## src/rtl/barcodescanner_pkg.sv

```systemverilog
// Shared types and constants for the barcode scanner capture path.
package barcodescanner_pkg;

    localparam int LANES  = 4;
    localparam int PIX_W  = 8;
    localparam int WORD_W = LANES * PIX_W;
    localparam int LANE_W = $clog2(LANES);

    typedef enum logic [2:0] {
        ST_IDLE,
        ST_WAIT_SOP,
        ST_PACK,
        ST_WRITE,
        ST_DRAIN,
        ST_DONE
    } state_t;

endpackage

```

## src/rtl/pixel_word_packer.sv

```systemverilog
// Packs consecutive pixels into one word, lane 0 first, tracking which byte lanes hold data.
module pixel_word_packer
    import barcodescanner_pkg::*;
(
    input  logic              clk,
    input  logic              reset,
    input  logic              i_clear,
    input  logic              i_load,
    input  logic [PIX_W-1:0]  i_pix,
    output logic [WORD_W-1:0] o_data,
    output logic [LANES-1:0]  o_be,
    output logic              o_last_lane
);

    logic [LANE_W-1:0] r_lane;
    logic [PIX_W-1:0]  r_byte [LANES];
    logic              r_be   [LANES];

    always_ff @(posedge clk or posedge reset) begin
        if (reset) begin
            r_lane <= '0;
        end else if (i_clear) begin
            r_lane <= '0;
        end else if (i_load) begin
            r_lane <= r_lane + LANE_W'(1);
        end
    end

    assign o_last_lane = (r_lane == LANE_W'(LANES - 1));

    // Unfilled lanes stay zero so a short final word carries no stale bytes.
    genvar gi;
    generate
        for (gi = 0; gi < LANES; gi++) begin : g_lane
            always_ff @(posedge clk or posedge reset) begin
                if (reset) begin
                    r_byte[gi] <= '0;
                    r_be[gi]   <= 1'b0;
                end else if (i_clear) begin
                    r_byte[gi] <= '0;
                    r_be[gi]   <= 1'b0;
                end else if (i_load && (r_lane == LANE_W'(gi))) begin
                    r_byte[gi] <= i_pix;
                    r_be[gi]   <= 1'b1;
                end
            end

            assign o_data[gi*PIX_W +: PIX_W] = r_byte[gi];
            assign o_be[gi]                  = r_be[gi];
        end
    endgenerate

endmodule

```

## src/rtl/pixel_frame_writer.sv

```systemverilog
// Avalon-MM write master that packs a grayscale pixel stream into frame memory,
// one 32-bit word per four pixels, and flags short or long frames.
module pixel_frame_writer
    import barcodescanner_pkg::*;
#(
    parameter int ADDR_W       = 17,
    parameter int BASE_ADDR    = 0,
    parameter int FRAME_PIXELS = 76800
) (
    input  logic              clk,
    input  logic              reset,
    input  logic              start,
    output logic              busy,
    output logic              done,
    output logic              short_frame,
    output logic              long_frame,
    input  logic [PIX_W-1:0]  pix_data,
    input  logic              pix_valid,
    input  logic              pix_sop,
    input  logic              pix_eop,
    output logic              pix_ready,
    output logic [ADDR_W-1:0] m_address,
    output logic              m_write,
    output logic [WORD_W-1:0] m_writedata,
    output logic [LANES-1:0]  m_byteenable,
    input  logic              m_waitrequest
);

    localparam int CNT_W = $clog2(FRAME_PIXELS + 1);

    state_t            r_state;
    state_t            w_state_next;
    logic [CNT_W-1:0]  r_pix_count;
    logic [ADDR_W-1:0] r_word_idx;
    logic              r_eop_seen;
    logic              r_short;
    logic              r_long;

    logic             w_accept;
    logic             w_start_ok;
    logic             w_pack_pix;
    logic [CNT_W-1:0] w_count_inc;
    logic             w_hit_limit;
    logic             w_last_lane;
    logic             w_close;
    logic             w_wr_done;
    logic             w_clear;

    assign w_accept    = pix_valid & pix_ready;
    assign w_start_ok  = start & ((r_state == ST_IDLE) | (r_state == ST_DONE));
    assign w_pack_pix  = w_accept & (((r_state == ST_WAIT_SOP) & pix_sop) | (r_state == ST_PACK));
    assign w_count_inc = r_pix_count + CNT_W'(1);
    assign w_hit_limit = (w_count_inc == CNT_W'(FRAME_PIXELS));
    assign w_close     = w_pack_pix & (w_last_lane | pix_eop | w_hit_limit);
    assign w_wr_done   = (r_state == ST_WRITE) & ~m_waitrequest;
    assign w_clear     = w_start_ok | w_wr_done;

    pixel_word_packer u_packer (
        .clk         (clk),
        .reset       (reset),
        .i_clear     (w_clear),
        .i_load      (w_pack_pix),
        .i_pix       (pix_data),
        .o_data      (m_writedata),
        .o_be        (m_byteenable),
        .o_last_lane (w_last_lane)
    );

    always_ff @(posedge clk or posedge reset) begin
        if (reset) begin
            r_state <= ST_IDLE;
        end else begin
            r_state <= w_state_next;
        end
    end

    always_comb begin
        w_state_next = r_state;
        case (r_state)
            ST_IDLE: begin
                if (start) w_state_next = ST_WAIT_SOP;
            end
            ST_WAIT_SOP: begin
                // A sop pixel may also close the word (single-pixel or sop+eop frame).
                if (w_pack_pix) w_state_next = w_close ? ST_WRITE : ST_PACK;
            end
            ST_PACK: begin
                if (w_close) w_state_next = ST_WRITE;
            end
            ST_WRITE: begin
                if (w_wr_done) begin
                    if (r_eop_seen)
                        w_state_next = ST_DONE;
                    else if (r_pix_count == CNT_W'(FRAME_PIXELS))
                        w_state_next = ST_DRAIN;
                    else
                        w_state_next = ST_PACK;
                end
            end
            ST_DRAIN: begin
                if (w_accept && pix_eop) w_state_next = ST_DONE;
            end
            ST_DONE: begin
                w_state_next = start ? ST_WAIT_SOP : ST_IDLE;
            end
            default: w_state_next = ST_IDLE;
        endcase
    end

    always_comb begin
        pix_ready = 1'b0;
        busy      = 1'b0;
        done      = 1'b0;
        m_write   = 1'b0;
        case (r_state)
            ST_WAIT_SOP: begin pix_ready = 1'b1; busy = 1'b1; end
            ST_PACK:     begin pix_ready = 1'b1; busy = 1'b1; end
            ST_WRITE:    begin m_write   = 1'b1; busy = 1'b1; end
            ST_DRAIN:    begin pix_ready = 1'b1; busy = 1'b1; end
            ST_DONE:     done = 1'b1;
            default:     ;
        endcase
    end

    always_ff @(posedge clk or posedge reset) begin
        if (reset) begin
            r_pix_count <= '0;
            r_word_idx  <= '0;
            r_eop_seen  <= 1'b0;
            r_short     <= 1'b0;
            r_long      <= 1'b0;
        end else if (w_start_ok) begin
            r_pix_count <= '0;
            r_word_idx  <= '0;
            r_eop_seen  <= 1'b0;
            r_short     <= 1'b0;
            r_long      <= 1'b0;
        end else begin
            if (w_pack_pix) begin
                r_pix_count <= w_count_inc;
                if (pix_eop) begin
                    r_eop_seen <= 1'b1;
                    if (!w_hit_limit) r_short <= 1'b1;
                end
            end
            if (w_wr_done) r_word_idx <= r_word_idx + ADDR_W'(1);
            if ((r_state == ST_DRAIN) && w_accept) r_long <= 1'b1;
        end
    end

    assign m_address   = ADDR_W'(BASE_ADDR) + r_word_idx;
    assign short_frame = r_short;
    assign long_frame  = r_long;

endmodule

```

## config.mk

```make
export PLATFORM = sky130hd
export DESIGN_NAME = pixel_frame_writer
export DESIGN_NICKNAME = d
export VERILOG_FILES = /design/src/rtl/barcodescanner_pkg.sv /design/src/rtl/pixel_word_packer.sv /design/src/rtl/pixel_frame_writer.sv
export SDC_FILE = /design/constraint.sdc
export NUM_CORES = 1
export LEC_CHECK = 0
export ABC_AREA = 1
export BUFFER_PORTS_ARGS = -buffer_cell sky130_fd_sc_hd__buf_2
export CAP_MARGIN = 25
export CORE_MARGIN = 2
export CORE_UTILIZATION = 45
export CTS_CLUSTER_DIAMETER = 30
export CTS_CLUSTER_SIZE = 40
export DETAILED_ROUTE_END_ITERATION = 8
export GPL_TIMING_DRIVEN = 0
export PLACE_DENSITY = 0.68
export SYNTH_ARGS = -nofsm -noshare
export SYNTH_HDL_FRONTEND = slang
export SYNTH_SLANG_ARGS = --single-unit
```

## constraint.sdc

```tcl
create_clock -name clk -period 5.2 [get_ports clk]
set_input_delay 1.3 -clock clk [delete_from_list [all_inputs] [get_ports clk]]
set_output_delay 1.3 -clock clk [all_outputs]
set_load 0.005 [all_outputs]
```

==> impl_metrics.ini <==
[synthesis]
synth_ff_type = dfrtp_1
synth_common_cells = nand2_1 (89), dfrtp_1 (78), inv_1 (57)
yosys_warnings = 0
synth_enable_flop_cells = 0
yosys.area_share.simple_pct = 24.42
synth_cell_types = 35
synth_area_leaders = dfrtp_1 (49%), nand2_1 (8.3%), mux2_2 (8.1%)
synthXorXnorAreaFrac_pct = 0.2181
synth_top_area_cell = dfrtp_1
synth_top_family_by_area = simple AND/OR/NAND/NOR gates
synth_most_common_cell = nand2_1
synth_cells = 458
yosysSeqAreaShare_pct = 48.60
postSynthAreaPerCell_sq_um = 8.769
synthAdderAreaFrac_pct = 2.492
synth_top_cell_area_share_pct = 48.60
syn-cell-area_sq_mm = 0.004016
ys_ff_latch = 78
ys_async_sr_fraction_pct = 100.0
synth-compound-area-share_pct = 8.442
syn_nets = 481
synth_mux_area_share_pct = 8.972

[global_route]
antenna_found_initial = 0
grt_pass1_wl_um = 15300
grt_max_degree = 70
gr-usage-all-layers_pct = 19.30
first_global_vias = 3302
grt.overflow.total = 0

[critical_path]
critical_path.top_delay_family = simple AND/OR/NAND/NOR gates
worstPathRequired_ps = 3900
crit_slowest_cell = dfrtp_1
crit_chain = inv_1, nor3_1, nor2_1, nand2_1, buf_2
r2r_setup_slack_ps = 3000
start_kind = register
cp-end-kind = output pin
crit_arrival_ps = 1550
critPathMaxStageDelay_ps = 460
cp_max_fo = 5
criticalPathCategory = reg -> out
critical_path_buf_inv_count = 2

[placement]
post-place-ws_ps = 2458
hpwl_um = 6769
port_buffers = 73
place.gp.congestion = 0.8817

[finish]
final_nets = 566
diodes = 0
layout-drive-gt1-share_pct = 27.92
area_delta_synth_final_pct = 18.50

[power]
powerDensity_mw_per_mm2 = 561.9
irDropWorstVdd_mv = 0.2494
leakage_uw = 0.002377

[clock_network]
htreeDepth = 3
cts_root_buf = clkbuf_8
postCtsSetupBuffers = 0
cts_buffers = 9
cts_resized = 0
clock-sinks = 78
postCtsHoldBufs = 0
clockBufferDepth = 2
cts_tree = done
clkTransAtPathRegs_ps = 100
insertion_delay_ps = 350

[die]
core_sq_mm = 0.008678
std_cell_rows = 34
start_util_pct = 46.28
io_pins = 74
die_area_sq_mm = 0.009697
die_w_um = 98.48
fp.dieH_um = 98.48

[timing]
slew_viol_final = 0
min_period_over_period_pct = 54.80
fmax_mhz = 350.9
tightestPinTransition_ps = 493.8
slew_headroom_pct = 67.08
rsz0062_at_grt = false
setup-violations-final = 0
layout_setup_ws_ps = 2350
fin_crit_ps = 2850
setup_tns_ps = 0
hold_viol_final = 0
clock_skew_ps = 11.31

[drt]
routed_wl_um = 9032
vias = 3367
drt_iter0_markers = 182
final_antenna_net_count = 0
vias_per_cell = 5.133
drtPass1Iterations = 4
post_drt_wl_per_cell_um = 13.77
drc = 0

[min_path]
worstHoldPathType = reg -> reg

[run_status]
status = complete, no violations

[job]
cap_violations = 0
[cell usage in the layout, fill, tap and decap left out, types with 2 or more instances in the layout]
| master | n |
|---|---|
| nand2_1 | 89 |
| dfrtp_1 | 78 |
| buf_2 | 74 |
| inv_1 | 56 |
| nor2_1 | 48 |
| mux2_2 | 29 |
| nand3_1 | 25 |
| o21ai_0 | 22 |
| a21oi_1 | 15 |
| nand4_1 | 11 |
| nor3_1 | 10 |
| o22ai_1 | 10 |
| clkbuf_8 | 9 |
| ha_1 | 8 |
| inv_2 | 7 |
| nand2_2 | 7 |
| nor2_2 | 6 |
| nand2_4 | 4 |
| nor4_1 | 4 |
| buf_4 | 3 |
| mux2_1 | 3 |
| a31oi_1 | 3 |
| inv_8 | 3 |
| clkbuf_1 | 2 |
| o21a_1 | 2 |
| a221oi_1 | 2 |
| and3_1 | 2 |
[worst register-to-register path, stage by stage, from the launching register on]
cell	delay, ps
dfrtp_1	440
ha_1	270
inv_1	80
nor2_1	290
nand3_1	120
nand2_1	100
nand2_1	50
nor2_1	100
nand2_1	70
nor2_1	140
nand2_1	90
nand2_1	80
nand2_1	60
nand2_1	100
o211ai_1	90
[routing by layer]
metal	vias to the layer above	share of wire, %	track usage, %
met5	-	0	0
met4	0	1.3	6.849
met3	10	3.6	3.617
met2	72	50	32.34
met1	1600	45	25.22
li1	1685	-	-
[through the flow]
step	utilization [%]	std cells	area [sq um]	total power [uW]	hold slack [ps]
after floorplan	-	458	4016	1794	477.4
after global placement	52.05	639	4517	2159	464.6
after detailed placement	52.39	640	4547	2208	474.2
after CTS	54.84	656	4760	2702	496.3
after global routing	54.84	656	4760	2886	522.5
final	54.84	656	4760	2674	490.5
[sequential cells by signal (all words and copies together) (netlist names)]
signal	cells
long_frame	1
r_state	3
r_eop_seen	1
u_packer.r_lane	2
u_packer.o_data	32
r_pix_count	17
short_frame	1
r_word_idx	17
u_packer.o_be	4
[cells by family (layout without fill, tap and decap cells)]
family / after synthesis / in the layout
AO/OA/AOI/OAI: 58 / 58
XOR/XNOR: 1 / 1
adder cells (fa/ha/maj): 8 / 8
buffers and inverters: 70 / 160
flip-flops: 78 / 78
multiplexers: 32 / 32
AND/OR/NAND/NOR: 211 / 211
[area by class of cell]
type                    instances  area, sq um
fillers                       831         3919
flip-flops and latches         78         1952
multi-input cells             310         1789
repair buffers                 74        392.9
inverters                      64        242.7
well taps                     108        135.1
clock buffers                   9        123.9
clock inverters                 7        88.84
plain buffers                   6        35.03
[path summary, 6_finish.rpt]
| kind | end | startpoint | cells after the start |
|---|---|---|---|
| setup / recovery | pix_ready | r_state[1] | 5 |
| hold / removal | long_frame | long_frame | 1 |
| setup reg to reg | r_state[1] | r_pix_count[1] | 14 |
| hold reg to reg | long_frame | long_frame | 1 |
| max in group asynchronous | r_pix_count[7] | reset | 3 |
| min in group asynchronous | r_word_idx[5] | reset | 2 |
[report_power, final]
part | internal [uW] | leakage (uW) | switching, uW | total, uW
logic | 511 | 0.00126 | 626 | 1140
registers | 856 | 0.00101 | 189 | 1050
clock network | 234 | 0.000106 | 258 | 492
Power figures use the tool's default switching activity.
